===== config.mk =====
export PLATFORM = sky130hd
export DESIGN_NAME = regfile_wb_arbiter_flat
export DESIGN_NICKNAME = d
export VERILOG_FILES = /design/src/rtl/regfile_wb_arbiter_if.sv /design/src/rtl/regfile_wb_arbiter.sv /design/src/flat_wrapper.sv
export SDC_FILE = /design/constraint.sdc
export NUM_CORES = 1
export LEC_CHECK = 0
export ABC_AREA = 1
export BUFFER_PORTS_ARGS = -buffer_cell sky130_fd_sc_hd__buf_2
export CAP_MARGIN = 5
export CORE_UTILIZATION = 46
export DETAILED_ROUTE_END_ITERATION = 16
export PLACE_DENSITY = 0.84
export SLEW_MARGIN = 20
export SYNTH_ARGS = -nofsm -noshare
export SYNTH_HDL_FRONTEND = slang
export SYNTH_SLANG_ARGS = --single-unit

===== constraint.sdc =====
create_clock -name clock -period 3.4 [get_ports clock]
set_input_delay 0.17 -clock clock [delete_from_list [all_inputs] [get_ports clock]]
set_output_delay 0.17 -clock clock [all_outputs]
set_load 0.02 [all_outputs]

===== src/rtl/regfile_wb_arbiter_if.sv =====
// regfile_wb_arbiter_if: requester valid/ready bundle plus the register-file write port
interface regfile_wb_arbiter_if #(
  parameter int NUM_REQ = 2,
  parameter int DATA_W  = 24,
  parameter int ADDR_W  = 2
);
  logic [NUM_REQ-1:0]        req_valid;
  logic [NUM_REQ-1:0]        req_ready;
  logic [NUM_REQ*ADDR_W-1:0] req_addr;
  logic [NUM_REQ*DATA_W-1:0] req_data;
  logic [ADDR_W-1:0]         write_reg;
  logic                      reg_write;
  logic [DATA_W-1:0]         write_data;
  modport master (
    output req_valid, req_addr, req_data,
    input  req_ready, write_reg, reg_write, write_data
  );
  modport slave (
    input  req_valid, req_addr, req_data,
    output req_ready, write_reg, reg_write, write_data
  );
endinterface


===== src/rtl/regfile_wb_arbiter.sv =====
// regfile_wb_arbiter: shares one register-file write port among NUM_REQ requesters.
// Define WB_ARB_RR_EN for round-robin arbitration; otherwise the lowest index wins.
module regfile_wb_arbiter #(
  parameter int NUM_REQ  = 2,
  parameter int DATA_W   = 24,
  parameter int ADDR_W   = 2,
  parameter int NUM_REGS = 4,
  parameter int STALL_W  = 8
) (
  input  logic                 clock,
  input  logic                 reset,
  input  logic                 wb_enable,
  regfile_wb_arbiter_if.slave  bus,
  output logic [1:0]           grant_id,
  output logic [NUM_REGS-1:0]  busy_mask,
  output logic [STALL_W-1:0]   stall_count
);
  typedef enum logic {IDLE, WRITE} state_t;
  state_t state, state_nx;
  logic [1:0] win;
  logic hs;
`ifdef WB_ARB_RR_EN
  logic [1:0] ptr;
  always_ff @(posedge clock)
    if (reset) ptr <= '0;
    else if (hs) ptr <= (win == 2'(NUM_REQ - 1)) ? 2'd0 : win + 2'd1;
`endif
  // lowest valid index overall; round-robin then prefers the lowest at or above ptr
  always_comb begin
    win = '0;
    for (int k = NUM_REQ - 1; k >= 0; k--) if (bus.req_valid[k]) win = 2'(k);
`ifdef WB_ARB_RR_EN
    for (int k = NUM_REQ - 1; k >= 0; k--) if (bus.req_valid[k] && 2'(k) >= ptr) win = 2'(k);
`endif
  end
  assign hs = wb_enable && !reset && |bus.req_valid;
  assign bus.req_ready = hs ? (NUM_REQ'(1) << win) : '0;
  always_ff @(posedge clock) state <= reset ? IDLE : state_nx;
  always_comb begin
    state_nx = hs ? WRITE : IDLE;
    bus.reg_write = state == WRITE;
    busy_mask = (state == WRITE) ? (NUM_REGS'(1) << bus.write_reg) : '0;
  end
  always_ff @(posedge clock)
    if (reset) begin
      bus.write_reg  <= '0;
      bus.write_data <= '0;
      grant_id       <= '0;
    end else if (hs) begin
      bus.write_reg  <= bus.req_addr[win*ADDR_W +: ADDR_W];
      bus.write_data <= bus.req_data[win*DATA_W +: DATA_W];
      grant_id       <= win;
    end
  always_ff @(posedge clock)
    if (reset) stall_count <= '0;
    else if (|(bus.req_valid & ~bus.req_ready) && stall_count != '1) stall_count <= stall_count + 1'b1;
endmodule


===== src/flat_wrapper.sv =====
// flat-port wrapper written by rule: the top's interface ports become plain ports
module regfile_wb_arbiter_flat 
#(
  parameter int NUM_REQ  = 2,
  parameter int DATA_W   = 24,
  parameter int ADDR_W   = 2,
  parameter int NUM_REGS = 4,
  parameter int STALL_W  = 8
)
  (clock, reset, wb_enable, grant_id, busy_mask, stall_count, bus_req_valid, bus_req_addr, bus_req_data, bus_req_ready, bus_write_reg, bus_reg_write, bus_write_data);
  regfile_wb_arbiter_if #(.NUM_REQ(NUM_REQ), .DATA_W(DATA_W), .ADDR_W(ADDR_W)) bus_i ();
  input  logic clock;
  input  logic reset;
  input  logic wb_enable;
  output logic [1:0] grant_id;
  output logic [NUM_REGS-1:0] busy_mask;
  output logic [STALL_W-1:0] stall_count;
  input wire logic [$bits(bus_i.req_valid)-1:0] bus_req_valid;
  input wire logic [$bits(bus_i.req_addr)-1:0] bus_req_addr;
  input wire logic [$bits(bus_i.req_data)-1:0] bus_req_data;
  output wire logic [$bits(bus_i.req_ready)-1:0] bus_req_ready;
  output wire logic [$bits(bus_i.write_reg)-1:0] bus_write_reg;
  output wire logic [$bits(bus_i.reg_write)-1:0] bus_reg_write;
  output wire logic [$bits(bus_i.write_data)-1:0] bus_write_data;
  assign bus_i.req_valid = bus_req_valid;
  assign bus_i.req_addr = bus_req_addr;
  assign bus_i.req_data = bus_req_data;
  assign bus_req_ready = bus_i.req_ready;
  assign bus_write_reg = bus_i.write_reg;
  assign bus_reg_write = bus_i.reg_write;
  assign bus_write_data = bus_i.write_data;
  regfile_wb_arbiter #(.NUM_REQ(NUM_REQ), .DATA_W(DATA_W), .ADDR_W(ADDR_W), .NUM_REGS(NUM_REGS), .STALL_W(STALL_W)) u_core (.clock(clock), .reset(reset), .wb_enable(wb_enable), .bus(bus_i), .grant_id(grant_id), .busy_mask(busy_mask), .stall_count(stall_count));
endmodule

Word level (Yosys, flattened, before mapping):

Index checks and enable logic that the tools add are counted.

* register bits: 37
* output and inout port bits: 43
* logic and storage cells: 25

* add/subtract/negate cells: 1
* multipliers: 1
* eq/ne operators: 1
* shift-type cells: 4
* muxes and demuxes: 5
* bitwise operators: 2
* reductions and logical operators: 6

Operators by type and width (number)
* $shiftx A48 B8 Y24: 1
* $add A8 B1 Y8 const B: 1
* $ne A8 B8 Y1 const B: 1
* $mul A2 B2 Y4 const B: 1
* $mux W2: 2
* $mux W4: 1
* $reduce_or A2 Y1: 2
* $shiftx A4 B4 Y2: 1
* $shl A1 B2 Y4 const A: 1
* $logic_and A1 B1 Y1: 3
* $and A2 B2 Y2: 1
* $mux W1: 2
* $not A2 Y2: 1
* $shl A1 B2 Y2 const A: 1
* $logic_not A1 Y1: 1

Depth between registers and ports, before layout:

* word-level depth: 8
* depth in mapped cells: 10
* mapped depth without buffers: 9

Worst setup path before layout:

Ideal clock, no wire load.

* path kind: flip-flop to flip-flop
* from: reg u_core.stall_count[0]
* to: reg u_core.stall_count[1]
* setup time: 116 ps
* data arrival time: 1326 ps
* required time: 3284 ps
* slack: 1958 ps
* stages on the path, launching flop included: 9
* buffers on the path: 0
* clock period less this slack: 1442 ps
* path through: dfxtp_1 ha_1 nand2_1 nor2_1 nand2_2 nand2_4 inv_2 nor2_1 nor2_1

* longest elaborated chain between the ends: 2
* elaborated cells between the ends (all ways): 3
* those cells by class: add/sub: 1; eq/ne: 1; reduce/logical: 1

Ends and longest elaborated chain
* start, declared: RTL line regfile_wb_arbiter.sv:16 `output logic [STALL_W-1:0] stall_count`
* start signal, assigned: RTL line regfile_wb_arbiter.sv:56 `else if (|(bus.req_valid & ~bus.req_ready) && stall_count != '1) stall_count <= stall_count + 1'b1;`
* parallel branches: the longest is 2 deep, another holds $add A8 B1 Y8

Several ways; the timed one is not identified.
A chain may end at the register's enable or synchronous reset.

Final worst setup path:

* from: in reset
* to: out bus_req_ready[1]

* longest elaborated chain between the ends: 4

Ends and longest elaborated chain
* start, declared: RTL line flat_wrapper.sv:13 `input logic reset;`
* $logic_not A1 Y1: RTL line regfile_wb_arbiter.sv:36 `assign hs = wb_enable && !reset && |bus.req_valid;`
* $logic_and A1 B1 Y1 (2 in a row): RTL line regfile_wb_arbiter.sv:36
* $mux W2: RTL line regfile_wb_arbiter.sv:37 `assign bus.req_ready = hs ? (NUM_REQ'(1) << win) : '0;`
* end, declared: RTL line flat_wrapper.sv:21 `output wire logic [$bits(bus_i.req_ready)-1:0] bus_req_ready;`

No other way between the ends.

==> impl_metrics.env <==
export IMPL_status="finished, final reports clean"
export IMPL_crit_type="input port to primary output"
export IMPL_post_cts_setup_buffers=0
export IMPL_rr_endpoint="u_core.stall_count[4]$_SDFFE_PP0P_"
export IMPL_firstDrtPassIters=4
export IMPL_drcViolationCount=0
export IMPL_initial_utilization=0.494
export IMPL_synth_avg_cell_area_um2=7.36
export IMPL_dpl_cell_area_mm2=0.00216
export IMPL_fp_coreArea_mm2=0.00344
export IMPL_rsz0062_at_grt="false"
export IMPL_grt_pass1_wl_mm=6.89
export IMPL_ys_ff_latch=36
export IMPL_post_cts_resized=0
export IMPL_syn_inst=231
export IMPL_post_route_cell_area_mm2=0.00226
export IMPL_ys_top_cells_by_area="dfxtp_1 42%, nand2_1 22%, a31oi_1 9.6%"
export IMPL_rows=21
export IMPL_cap_violations=0
export IMPL_whs_ns=0.146
export IMPL_place_congestion=0.863
export IMPL_htree_levels=2
export IMPL_dp_hpwl_mm=2.99
export IMPL_max_slew_margin=0.579
export IMPL_portBuffers=98
export IMPL_r2r_cells=8
export IMPL_worstPathRequired_ns=3.23
export IMPL_root_buffer="clkbuf_8"
export IMPL_clock_fmax_mhz=682
export IMPL_syn_area_mm2=0.00170
export IMPL_ioPinCount=100
export IMPL_fp_dieW_um=62.8
export IMPL_fin_crit_sh=0.432
export IMPL_setup_violations=0
export IMPL_comb_power_share=0.161
export IMPL_final_max_slew_violation_count=0
export IMPL_post_route_util=0.655
export IMPL_final_nets=383
export IMPL_syn_nets=289
export IMPL_routedWlPerCell_um=10.9
export IMPL_post_drt_via_cell_ratio=4.83
export IMPL_post_route_min_period_ns=1.47
export IMPL_grtUsageMet3=0.0511
export IMPL_clock_sinks=36
export IMPL_cts_tree="built"
export IMPL_die_area_mm2=0.00394
export IMPL_pwr_share_seq=0.499
export IMPL_cellLeakagePower_nw=1.07
export IMPL_tightest_slew_ns=0.631
export IMPL_crit_fanout=33
export IMPL_hold_buffers=0
export IMPL_finalHoldViolCount=0
export IMPL_endpoint_kind="primary output"
export IMPL_synth_cell_types=23
export IMPL_grt_ovfl_total=0
export IMPL_peakVddDrop_mv=0.235
export IMPL_finalSetupTns_ns=0
export IMPL_dieHeight_um=62.8
export IMPL_cts_made_buffers=5
export IMPL_initialDrtViolationCount=103
export IMPL_n_antenna_cell=0
export IMPL_grt_max_degree=34
export IMPL_netlist_area_leader_share=0.424
export IMPL_r2r_start="u_core.stall_count[0]$_SDFFE_PP0P_"
export IMPL_cp_start_kind="input port"
export IMPL_vias=1798
export IMPL_clock_path_buffers=2
export IMPL_rrSetupSlack_ns=1.95
export IMPL_track_usage=0.221
export IMPL_largest_reg_flops=24
export IMPL_ys_seq_area_frac=0.424
export IMPL_drive_gt1_frac=0.365
export IMPL_use_met2=0.364
export IMPL_p_sw_frac=0.272
export IMPL_clkTransAtPathRegs_ns=0.07
export IMPL_endpoint="bus_req_ready[1]"
export IMPL_ant_nets=0
export IMPL_startpoint="reset"
export IMPL_hp_class="input port to flip-flop"
export IMPL_syn2layout_area_growth_pct=32.7
export IMPL_grt_use_met1=0.274
export IMPL_antenna_found_initial=0
export IMPL_yosys_warnings=0
export IMPL_clkPwrFrac=0.340
export IMPL_clk_latency_ns=0.29
export IMPL_grt_pass1_vias=1557
export IMPL_busiest_layer="met2"
export IMPL_p_per_area_mw_per_mm2=404
export IMPL_yosysTopAreaCell="dfxtp_1"
export IMPL_p_sw_mw=0.248
export IMPL_routed_wl_mm=4.04
export IMPL_arrival_ns=1.30
export IMPL_cell_internal_pwr_mw=0.663
export IMPL_skew_ns=0.00988
==> cells by family (layout without fill, tap and decap cells) <==
family          after synthesis  in the layout  share of synthesized area
flops                        36             36                      0.424
xor+xnor                      3              3                     0.0155
buf+inv                      24            119                     0.0824
compound gates               32             32                      0.120
other cells                   1              1                    0.00221
fa+ha+maj                     1              1                    0.00736
simple gates                134            134                      0.349
==> power by group through the flow <==
stage                     Combinational [mW]  Clock (mW)  Sequential, mW
after floorplan                       0.0675           0           0.484
after global placement                 0.145           0           0.463
after detailed placement               0.148           0           0.463
after CTS                              0.148       0.319           0.454
after global routing                   0.162       0.339           0.456
final                                  0.147       0.310           0.454
==> critical path: stages <==
cell and delay, ns:
buf_2 0.30, inv_6 0.16, nand2_8 0.09, nor2_8 0.33, buf_2 0.24
==> cells in the final DEF (no fill, tap or decap), types with 2 or more instances in the layout <==
cell	synthesis	final
inv_1	8	8
nor3_1	4	4
xor2_1	3	3
clkbuf_8	0	6
nand3_1	5	5
inv_2	4	4
nor2_8	2	2
nand4_1	3	3
dfxtp_1	36	36
a31oi_1	26	26
buf_2	0	98
a21oi_1	4	4
nor2_1	15	15
nand2_2	3	3
nand2_4	2	2
nand2_1	99	99
==> worst min-delay path by stage <==
| stage | from | to | slack (ns) | cells after the start |
|---|---|---|---|---|
| floorplan | bus_req_valid[1] | u_core.bus.reg_write$_SDFF_PP0_ | 0.33 | 2 |
| global placement | bus_req_data[33] | u_core.bus.write_data[9]$_SDFFE_PP0N_ | 0.44 | 3 |
| detailed placement | bus_req_data[44] | u_core.bus.write_data[20]$_SDFFE_PP0N_ | 0.45 | 3 |
| CTS | bus_req_data[44] | u_core.bus.write_data[20]$_SDFFE_PP0N_ | 0.14 | 3 |
| global route | bus_req_data[30] | u_core.bus.write_data[6]$_SDFFE_PP0N_ | 0.15 | 3 |
| finish | bus_req_data[30] | u_core.bus.write_data[6]$_SDFFE_PP0N_ | 0.15 | 3 |
==> metal layers <==
metal | up-vias | wire [um]
met2 | 73 | 1870
met3 | 5 | 266
met1 | 783 | 1850
li1 | 937 | -
met5 | - | 0
met4 | 0 | 53
==> synthesized netlist by cell type, drive strengths merged <==
cell type	number
nand2	105
nor2	17
dfxtp	36
nor3	4
inv	13
o21ai	1
a21oi	5
nand3	5
conb	1
xor2	3
a31oi	26
ha	1
clkbuf	3
buf	8
nand4	3
==> through the flow <==
step                      power (mW)  cells  worst slack [ns]
after global placement         0.608    364              1.83
after detailed placement       0.611    364              1.78
final                          0.910    372              1.93
after floorplan                0.552    231              1.96
after CTS                      0.921    372              1.92
after global routing           0.957    372              1.81
==> final cells by class <==
class / instances / area [um^2]
inverter: 13 / 53.8
clock inverter: 1 / 7.51
fill: 306 / 1190
multi-input combinational: 171 / 840
clock buffer: 7 / 86.3
sequential: 36 / 721
timing repair buffer: 98 / 490
tap: 46 / 57.6
Power figures use the tool's default switching activity.
